File: src/rtl/datamem_pkg.sv
// Shared types for the data memory arbiter: access sizes, FSM states, the captured
// request record and the acceptance-time fault rule.
package datamem_pkg;

  localparam int ADDR_W = 17;

  typedef enum logic [1:0] {
    SZ_B = 2'b00,
    SZ_H = 2'b01,
    SZ_W = 2'b10,
    SZ_X = 2'b11
  } size_e;

  typedef enum logic [1:0] {
    IDLE  = 2'd0,
    ISSUE = 2'd1,
    WAIT  = 2'd2,
    RESP  = 2'd3
  } state_e;

  typedef struct packed {
    logic        wen;
    size_e       size;
    logic        sgn;
    logic [31:0] addr;
    logic [31:0] wdata;
  } req_t;

  // Misaligned, illegal size or outside the 2^ADDR_W byte window.
  function automatic logic is_fault(size_e size, logic [31:0] addr);
    logic f;
    f = 1'b0;
    case (size)
      SZ_H:    f = addr[0];
      SZ_W:    f = |addr[1:0];
      SZ_X:    f = 1'b1;
      default: f = 1'b0;
    endcase
    if (|addr[31:ADDR_W]) f = 1'b1;
    return f;
  endfunction

endpackage

File: src/rtl/datamem_arbiter_if.sv
// Request/response handshake and memory-side bus of the data memory arbiter.
// slave = arbiter side, master = requesters plus memory model side.
interface datamem_arbiter_if;
  import datamem_pkg::*;

  logic [1:0]        req_valid;
  logic [1:0]        req_ready;
  logic [1:0]        req_wen;
  logic [1:0][1:0]   req_size;
  logic [1:0]        req_signed;
  logic [1:0][31:0]  req_addr;
  logic [1:0][31:0]  req_wdata;

  logic [1:0]        rsp_valid;
  logic [1:0]        rsp_ready;
  logic [31:0]       rsp_rdata;
  logic              rsp_err;

  logic              mem_en;
  logic              mem_wen;
  logic [3:0]        mem_be;
  logic [ADDR_W-3:0] mem_addr;
  logic [31:0]       mem_wdata;
  logic [31:0]       mem_rdata;

  modport slave (
    input  req_valid, req_wen, req_size, req_signed, req_addr, req_wdata,
    input  rsp_ready, mem_rdata,
    output req_ready, rsp_valid, rsp_rdata, rsp_err,
    output mem_en, mem_wen, mem_be, mem_addr, mem_wdata
  );

  modport master (
    output req_valid, req_wen, req_size, req_signed, req_addr, req_wdata,
    output rsp_ready, mem_rdata,
    input  req_ready, rsp_valid, rsp_rdata, rsp_err,
    input  mem_en, mem_wen, mem_be, mem_addr, mem_wdata
  );

endinterface

File: src/rtl/datamem_lane_fmt.sv
// Combinational lane formatter: byte enables, replicated store data and
// lane extraction with sign/zero extension for loads.
module datamem_lane_fmt
  import datamem_pkg::*;
(
  input  size_e       size,
  input  logic [1:0]  addr_lo,
  input  logic        sgn,
  input  logic [31:0] wdata,
  input  logic [31:0] rdata,
  output logic [3:0]  be,
  output logic [31:0] wdata_lanes,
  output logic [31:0] rdata_ext
);

  logic [7:0]  rd_byte [4];
  logic [7:0]  sel_byte;
  logic [15:0] sel_half;

  genvar gi;
  generate
    for (gi = 0; gi < 4; gi++) begin : g_lane
      assign rd_byte[gi] = rdata[8*gi +: 8];

      assign be[gi] = (size == SZ_W) ||
                      ((size == SZ_B) && (addr_lo == 2'(gi))) ||
                      ((size == SZ_H) && (addr_lo[1] == 1'(gi / 2)));

      // Narrow stores are replicated so every enabled lane sees the right byte.
      assign wdata_lanes[8*gi +: 8] = (size == SZ_B) ? wdata[7:0] :
                                      (size == SZ_H) ? wdata[8*(gi % 2) +: 8] :
                                                       wdata[8*gi +: 8];
    end
  endgenerate

  assign sel_byte = rd_byte[addr_lo];
  assign sel_half = addr_lo[1] ? rdata[31:16] : rdata[15:0];

  always_comb begin
    rdata_ext = rdata;
    case (size)
      SZ_B:    rdata_ext = {{24{sgn & sel_byte[7]}}, sel_byte};
      SZ_H:    rdata_ext = {{16{sgn & sel_half[15]}}, sel_half};
      default: rdata_ext = rdata;
    endcase
  end

endmodule

File: src/rtl/datamem_arbiter.sv
// Two-requester arbiter for the 128 KiB byte-addressed data memory, one access in flight.
// Define DATAMEM_ARB_RR_EN for round-robin arbitration; otherwise requester 0 has fixed priority.
module datamem_arbiter
  import datamem_pkg::*;
(
  input  logic             clk,
  input  logic             rst_n,
  datamem_arbiter_if.slave bus
);

  state_e            state_reg, state_next;
  req_t              req_reg, req_next;
  logic              id_reg, id_next;
  logic              mem_en_reg, mem_en_next;
  logic              mem_wen_reg, mem_wen_next;
  logic [3:0]        mem_be_reg, mem_be_next;
  logic [ADDR_W-3:0] mem_addr_reg, mem_addr_next;
  logic [31:0]       mem_wdata_reg, mem_wdata_next;
  logic [31:0]       rsp_rdata_reg, rsp_rdata_next;
  logic              rsp_err_reg, rsp_err_next;

  logic [1:0]        req_ready;
  logic              any_req;
  logic              grant_id;
  req_t              grant_req;
  req_t              fmt_req;
  logic              fmt_fault;
  logic [3:0]        fmt_be;
  logic [31:0]       fmt_wdata;
  logic [31:0]       fmt_rdata;

  assign any_req = |bus.req_valid;

`ifdef DATAMEM_ARB_RR_EN
  logic last_grant_reg, last_grant_next;

  always_comb begin
    if (&bus.req_valid) grant_id = ~last_grant_reg;
    else                grant_id = ~bus.req_valid[0];
  end

  always_comb begin
    last_grant_next = last_grant_reg;
    if (state_reg == IDLE && any_req) last_grant_next = grant_id;
  end

  always_ff @(posedge clk or negedge rst_n) begin
    if (!rst_n) last_grant_reg <= 1'b1;
    else        last_grant_reg <= last_grant_next;
  end
`else
  assign grant_id = ~bus.req_valid[0];
`endif

  always_comb begin
    grant_req.wen   = bus.req_wen[grant_id];
    grant_req.size  = size_e'(bus.req_size[grant_id]);
    grant_req.sgn   = bus.req_signed[grant_id];
    grant_req.addr  = bus.req_addr[grant_id];
    grant_req.wdata = bus.req_wdata[grant_id];
  end

  // The formatter sees the live request at acceptance and the captured one afterwards.
  assign fmt_req   = (state_reg == IDLE) ? grant_req : req_reg;
  assign fmt_fault = is_fault(fmt_req.size, fmt_req.addr);

  datamem_lane_fmt u_lane_fmt (
    .size        (fmt_req.size),
    .addr_lo     (fmt_req.addr[1:0]),
    .sgn         (fmt_req.sgn),
    .wdata       (fmt_req.wdata),
    .rdata       (bus.mem_rdata),
    .be          (fmt_be),
    .wdata_lanes (fmt_wdata),
    .rdata_ext   (fmt_rdata)
  );

  always_comb begin
    state_next     = state_reg;
    req_next       = req_reg;
    id_next        = id_reg;
    mem_en_next    = mem_en_reg;
    mem_wen_next   = mem_wen_reg;
    mem_be_next    = mem_be_reg;
    mem_addr_next  = mem_addr_reg;
    mem_wdata_next = mem_wdata_reg;
    rsp_rdata_next = rsp_rdata_reg;
    rsp_err_next   = rsp_err_reg;
    req_ready      = 2'b00;

    case (state_reg)
      IDLE: begin
        if (any_req) begin
          req_ready[grant_id] = 1'b1;
          req_next            = grant_req;
          id_next             = grant_id;
          if (fmt_fault) begin
            state_next     = RESP;
            rsp_err_next   = 1'b1;
            rsp_rdata_next = '0;
          end else begin
            state_next     = ISSUE;
            rsp_err_next   = 1'b0;
            mem_en_next    = 1'b1;
            mem_wen_next   = grant_req.wen;
            mem_be_next    = fmt_be;
            mem_addr_next  = grant_req.addr[ADDR_W-1:2];
            mem_wdata_next = fmt_wdata;
          end
        end
      end
      ISSUE: begin
        mem_en_next  = 1'b0;
        mem_wen_next = 1'b0;
        state_next   = WAIT;
      end
      WAIT: begin
        rsp_rdata_next = req_reg.wen ? 32'h0 : fmt_rdata;
        state_next     = RESP;
      end
      RESP: begin
        if (bus.rsp_ready[id_reg]) state_next = IDLE;
      end
      default: state_next = IDLE;
    endcase
  end

  always_ff @(posedge clk or negedge rst_n) begin
    if (!rst_n) begin
      state_reg     <= IDLE;
      req_reg       <= '0;
      id_reg        <= 1'b0;
      mem_en_reg    <= 1'b0;
      mem_wen_reg   <= 1'b0;
      mem_be_reg    <= 4'h0;
      mem_addr_reg  <= '0;
      mem_wdata_reg <= 32'h0;
      rsp_rdata_reg <= 32'h0;
      rsp_err_reg   <= 1'b0;
    end else begin
      state_reg     <= state_next;
      req_reg       <= req_next;
      id_reg        <= id_next;
      mem_en_reg    <= mem_en_next;
      mem_wen_reg   <= mem_wen_next;
      mem_be_reg    <= mem_be_next;
      mem_addr_reg  <= mem_addr_next;
      mem_wdata_reg <= mem_wdata_next;
      rsp_rdata_reg <= rsp_rdata_next;
      rsp_err_reg   <= rsp_err_next;
    end
  end

  assign bus.req_ready = req_ready;
  assign bus.rsp_valid = (state_reg == RESP) ? (2'b01 << id_reg) : 2'b00;
  assign bus.rsp_rdata = rsp_rdata_reg;
  assign bus.rsp_err   = rsp_err_reg;
  assign bus.mem_en    = mem_en_reg;
  assign bus.mem_wen   = mem_wen_reg;
  assign bus.mem_be    = mem_be_reg;
  assign bus.mem_addr  = mem_addr_reg;
  assign bus.mem_wdata = mem_wdata_reg;

endmodule

File: src/flat_wrapper.sv
// flat-port wrapper written by rule: the top's interface ports become plain ports
module datamem_arbiter_flat import datamem_pkg::*;
  (clk, rst_n, bus_req_valid, bus_req_wen, bus_req_size, bus_req_signed, bus_req_addr, bus_req_wdata, bus_rsp_ready, bus_mem_rdata, bus_req_ready, bus_rsp_valid, bus_rsp_rdata, bus_rsp_err, bus_mem_en, bus_mem_wen, bus_mem_be, bus_mem_addr, bus_mem_wdata);
  datamem_arbiter_if bus_i ();
  input  logic clk;
  input  logic rst_n;
  input wire logic [$bits(bus_i.req_valid)-1:0] bus_req_valid;
  input wire logic [$bits(bus_i.req_wen)-1:0] bus_req_wen;
  input wire logic [$bits(bus_i.req_size)-1:0] bus_req_size;
  input wire logic [$bits(bus_i.req_signed)-1:0] bus_req_signed;
  input wire logic [$bits(bus_i.req_addr)-1:0] bus_req_addr;
  input wire logic [$bits(bus_i.req_wdata)-1:0] bus_req_wdata;
  input wire logic [$bits(bus_i.rsp_ready)-1:0] bus_rsp_ready;
  input wire logic [$bits(bus_i.mem_rdata)-1:0] bus_mem_rdata;
  output wire logic [$bits(bus_i.req_ready)-1:0] bus_req_ready;
  output wire logic [$bits(bus_i.rsp_valid)-1:0] bus_rsp_valid;
  output wire logic [$bits(bus_i.rsp_rdata)-1:0] bus_rsp_rdata;
  output wire logic [$bits(bus_i.rsp_err)-1:0] bus_rsp_err;
  output wire logic [$bits(bus_i.mem_en)-1:0] bus_mem_en;
  output wire logic [$bits(bus_i.mem_wen)-1:0] bus_mem_wen;
  output wire logic [$bits(bus_i.mem_be)-1:0] bus_mem_be;
  output wire logic [$bits(bus_i.mem_addr)-1:0] bus_mem_addr;
  output wire logic [$bits(bus_i.mem_wdata)-1:0] bus_mem_wdata;
  assign bus_i.req_valid = bus_req_valid;
  assign bus_i.req_wen = bus_req_wen;
  assign bus_i.req_size = bus_req_size;
  assign bus_i.req_signed = bus_req_signed;
  assign bus_i.req_addr = bus_req_addr;
  assign bus_i.req_wdata = bus_req_wdata;
  assign bus_i.rsp_ready = bus_rsp_ready;
  assign bus_i.mem_rdata = bus_mem_rdata;
  assign bus_req_ready = bus_i.req_ready;
  assign bus_rsp_valid = bus_i.rsp_valid;
  assign bus_rsp_rdata = bus_i.rsp_rdata;
  assign bus_rsp_err = bus_i.rsp_err;
  assign bus_mem_en = bus_i.mem_en;
  assign bus_mem_wen = bus_i.mem_wen;
  assign bus_mem_be = bus_i.mem_be;
  assign bus_mem_addr = bus_i.mem_addr;
  assign bus_mem_wdata = bus_i.mem_wdata;
  datamem_arbiter u_core (.clk(clk), .rst_n(rst_n), .bus(bus_i));
endmodule
File: config.mk
export PLATFORM = sky130hd
export DESIGN_NAME = datamem_arbiter_flat
export DESIGN_NICKNAME = d
export VERILOG_FILES = /design/src/rtl/datamem_pkg.sv /design/src/rtl/datamem_arbiter_if.sv /design/src/rtl/datamem_lane_fmt.sv /design/src/rtl/datamem_arbiter.sv /design/src/flat_wrapper.sv
export SDC_FILE = /design/constraint.sdc
export NUM_CORES = 1
export LEC_CHECK = 0
export ABC_CLOCK_PERIOD_IN_PS = 4100
export BUFFER_PORTS_ARGS = -buffer_cell sky130_fd_sc_hd__buf_2
export CAP_MARGIN = 40
export CORE_ASPECT_RATIO = 0.7
export CORE_MARGIN = 8
export CORE_UTILIZATION = 40
export DETAILED_ROUTE_END_ITERATION = 7
export PLACE_DENSITY = 0.65
export SYNTH_ARGS = -nofsm -noshare
export SYNTH_HDL_FRONTEND = slang
export SYNTH_HIERARCHICAL = 1
export SYNTH_SLANG_ARGS = --single-unit
File: constraint.sdc
create_clock -name clk -period 4.1 [get_ports clk]
set_clock_uncertainty 0.2 [all_clocks]
set_input_delay 0.82 -clock clk [delete_from_list [all_inputs] [get_ports clk]]
set_output_delay 0.82 -clock clk [all_outputs]
set_load 0.02 [all_outputs]
==> flow_summary.rst <==
.. list-table::
   :header-rows: 1

   * - Metric
     - Value
   * - Run status
     - complete, no violations
   * - Vias in the first global route
     - 6857
   * - Post-synth net total
     - 1009
   * - Number of non-filler instances in the completed layout
     - 1345
   * - Dpl hpwl
     - 18200 um
   * - Clock slew at reported path FFs
     - 0.06 ns
   * - Final setup fails
     - 0
   * - Number of buffers inserted by port buffering
     - 263
   * - CP required
     - 4.23 ns
   * - Biggest area consumer among synthesized cells
     - dfrtp_1
   * - Critical Path Slowest Stage Cell
     - a21oi_4
   * - Total GRT Usage
     - 19.1%
   * - Number of enable flip-flop cells after synthesis
     - 0
   * - H-tree lvl count
     - 4
   * - First-pass GRT wire length
     - 38700 um
   * - Number of setup buffers added after CTS
     - 0
   * - Total CTS buffers
     - 17
   * - Number of DRC violations after detailed-routing iteration 0
     - 570
   * - Relative area change from synthesis to final layout
     - 25.2%
   * - Layout filler cell count
     - 1925
   * - CTS tree
     - done
   * - Final-report max-slew violation count
     - 0
   * - Instance count after placement with tap cells included
     - 1313
   * - Series of cell instances along the critical path
     - inv_1 -> ha_4 -> nor2_1 -> a21oi_4 -> buf_4 -> nor2_1 -> a221oi_1 -> nand2_1 -> mux2i_1
   * - Highest achievable clock rate
     - 326 MHz
   * - Hold Buf Count CTS
     - 0
   * - Most used DFF post-synth
     - dfrtp_1
   * - Die boundary height
     - 137 um
   * - Unrepaired setup endpoints after global routing
     - no
   * - Buffer levels on the longest clock path
     - 2
   * - Largest cells by area after synthesis
     - dfrtp_1 43%, mux2i_1 12%, mux2_4 8.5%
   * - Ratio of cells with drive above 1 in the final layout
     - 38.0%
   * - Cell chosen for the clock root
     - clkbuf_16
   * - Initial Util
     - 40.4%
   * - Minimum clock period after layout
     - 3.07 ns
   * - CP Launch Type
     - flop
   * - Worst Tran Pin Value
     - 0.816 ns
   * - Remaining antenna violation count
     - 0
   * - Cell row count
     - 44
   * - Most Frequent Cell on Critical Path
     - nor2_1
   * - Final-layout setup total negative slack
     - 0 ns
   * - # nets final
     - 1235
   * - Portion of the post-synthesis area used by sequential elements
     - 42.7%
   * - Fraction of the cycle the final worst path needs
     - 74.8%
   * - Count of different cell masters after synthesis
     - 53
   * - Total DRC errors in the routed layout
     - 0
   * - Final GP Congestion
     - 0.812
   * - Total overflow reported by the global router
     - 0
   * - Wirelength, routed
     - 24700 um
   * - Async set-or-reset flop fraction in the synthesized netlist
     - 100%
   * - Number of iterations in the first detailed-routing pass
     - 5
   * - Worst Path Max Fanout
     - 25
   * - Synth warn
     - 6
   * - Core footprint
     - 20600 sq um
   * - Post-Syn Area per Cell
     - 10.0 sq um
   * - # Max-Cap Violations
     - 0
   * - Longest individual stage delay on the worst path
     - 0.42 ns
   * - Via count
     - 6880
   * - Total of flip-flops plus latches after synthesis
     - 142
   * - Leak pwr
     - 5.32 nW
   * - Die boundary width
     - 188 um
   * - Number of placed I/O pins
     - 264
   * - Arrival @ worst endpoint
     - 3.20 ns
   * - Pre-CTS setup slack
     - 0.684 ns
   * - Kind of critical path
     - flop to flop
   * - Slew headroom
     - 45.4%
   * - Top cell type's share of synthesized area
     - 42.7%
   * - Antenna cells
     - 0
   * - HP Class
     - primary input to async pin
   * - Avg WL per Cell
     - 18.3 um
   * - Sort of element at the end of the critical path
     - flop
   * - Setup WS post-layout
     - 1.03 ns
   * - Number of failing hold endpoints at the final stage
     - 0
   * - Sinks on the clock net
     - 142
   * - Pin count of the biggest net entering global routing
     - 104
   * - Antenna violations before repair
     - 0
   * - Clk_lat worst skew
     - 0.42 ns
   * - Final core utilization
     - 50.6%
   * - Most common cell in the netlist
     - dfrtp_1
   * - Cells after Synth
     - 830
   * - Vias per cell
     - 5.12
   * - Full die area
     - 25700 sq um
   * - Synthesized area
     - 8320 sq um
   * - Worst vdd rail ir drop
     - 0.397 mV
   * - Flip-flop count of the largest register after layout
     - 53
   * - Post-CTS resize count
     - 0
   * - List of most frequent post-synthesis cells
     - 142 x dfrtp_1, 128 x nand2_1, 99 x mux2i_1, 68 x o21ai_0, 49 x a21oi_1
   * - Power density of the placed cells
     - 693 nW/um^2
## critical path: cells and delay by family (launching register included)
kind | cells | cell delay, ns
mux | 1 | 0.17
fa+ha+maj | 1 | 0.35
flops | 1 | 0.40
simple gates | 3 | 0.50
compound gates | 2 | 0.79
buf+inv | 2 | 0.55
## worst paths after layout
check	start	end	depth (start not counted)	slack (ns)
max in group asynchronous	rst_n	u_core/bus.mem_wdata[19]	2	2.68
min reg2reg	u_core/req_reg[62]	u_core/req_reg[62]	2	0.28
max	u_core/state_reg[0]	u_core/bus.rsp_rdata[15]	9	1.03
max reg2reg	u_core/state_reg[0]	u_core/bus.rsp_rdata[15]	9	1.03
min	rst_n	u_core/bus.rsp_rdata[19]	1	0.17
min in group clk	u_core/req_reg[62]	u_core/req_reg[62]	2	0.28
## layer usage
layer	wire, um	GRT usage (%)	vias up
li1	-	-	3328
met1	11400	26.2	3287
met2	11200	29.9	247
met3	1770	5.04	18
met4	197	4.33	0
met5	0	0	-
## area by class of cell
cell class	count	area, sq um	area share, %
clock buffers	23	488	4.69
clock inverters	9	155	1.49
inverters	40	150	1.44
multi-input cells	579	4240	40.7
flip-flops and latches	142	3550	34.1
well taps	276	345	3.32
repair buffers	276	1480	14.2
## cell families (layout without fill, tap and decap cells)
family	count (synthesis)	after routing	share of synthesized area, %
flops	142	142	42.7
fa+ha+maj	5	5	0.752
simple gates	231	231	12.5
compound gates	168	168	12.5
mux	175	175	24.5
buf+inv	109	348	7.06
## placed cells by master, fill, tap and decap left out, types with 7 or more instances in the layout
cell       synthesis  routed
clkbuf_16          0      17
nor2b_1           26      26
inv_1             40      40
o21ai_0           68      67
dfrtp_1          142     142
nand2_1          128     128
o22ai_1           18      18
mux2_4            47      47
a21oi_1           49      47
nor2_1            45      44
mux2i_1           99      99
o221ai_1           7       7
buf_2             15     261
mux2_2            28      28
buf_4             12      10
## metrics by stage
step / cell area, sq um / hold WS [ns] / power, mW
4_1_cts: 10400 / 0.195 / 7.25
2_1_floorplan: 8320 / 0.241 / 4.71
3_3_place_gp: 9740 / 0.262 / 5.43
3_5_place_dp: 9770 / 0.269 / 5.53
6_report: 10400 / 0.174 / 7.21
5_1_grt: 10400 / 0.219 / 7.74
## power breakdown
group	internal (mW)	total (mW)	switching, mW
clock	1.09	1.69	0.601
combinational	1.39	3.58	2.19
sequential	1.76	1.94	0.189
Note: power is estimated with default switching activity, not from simulation.
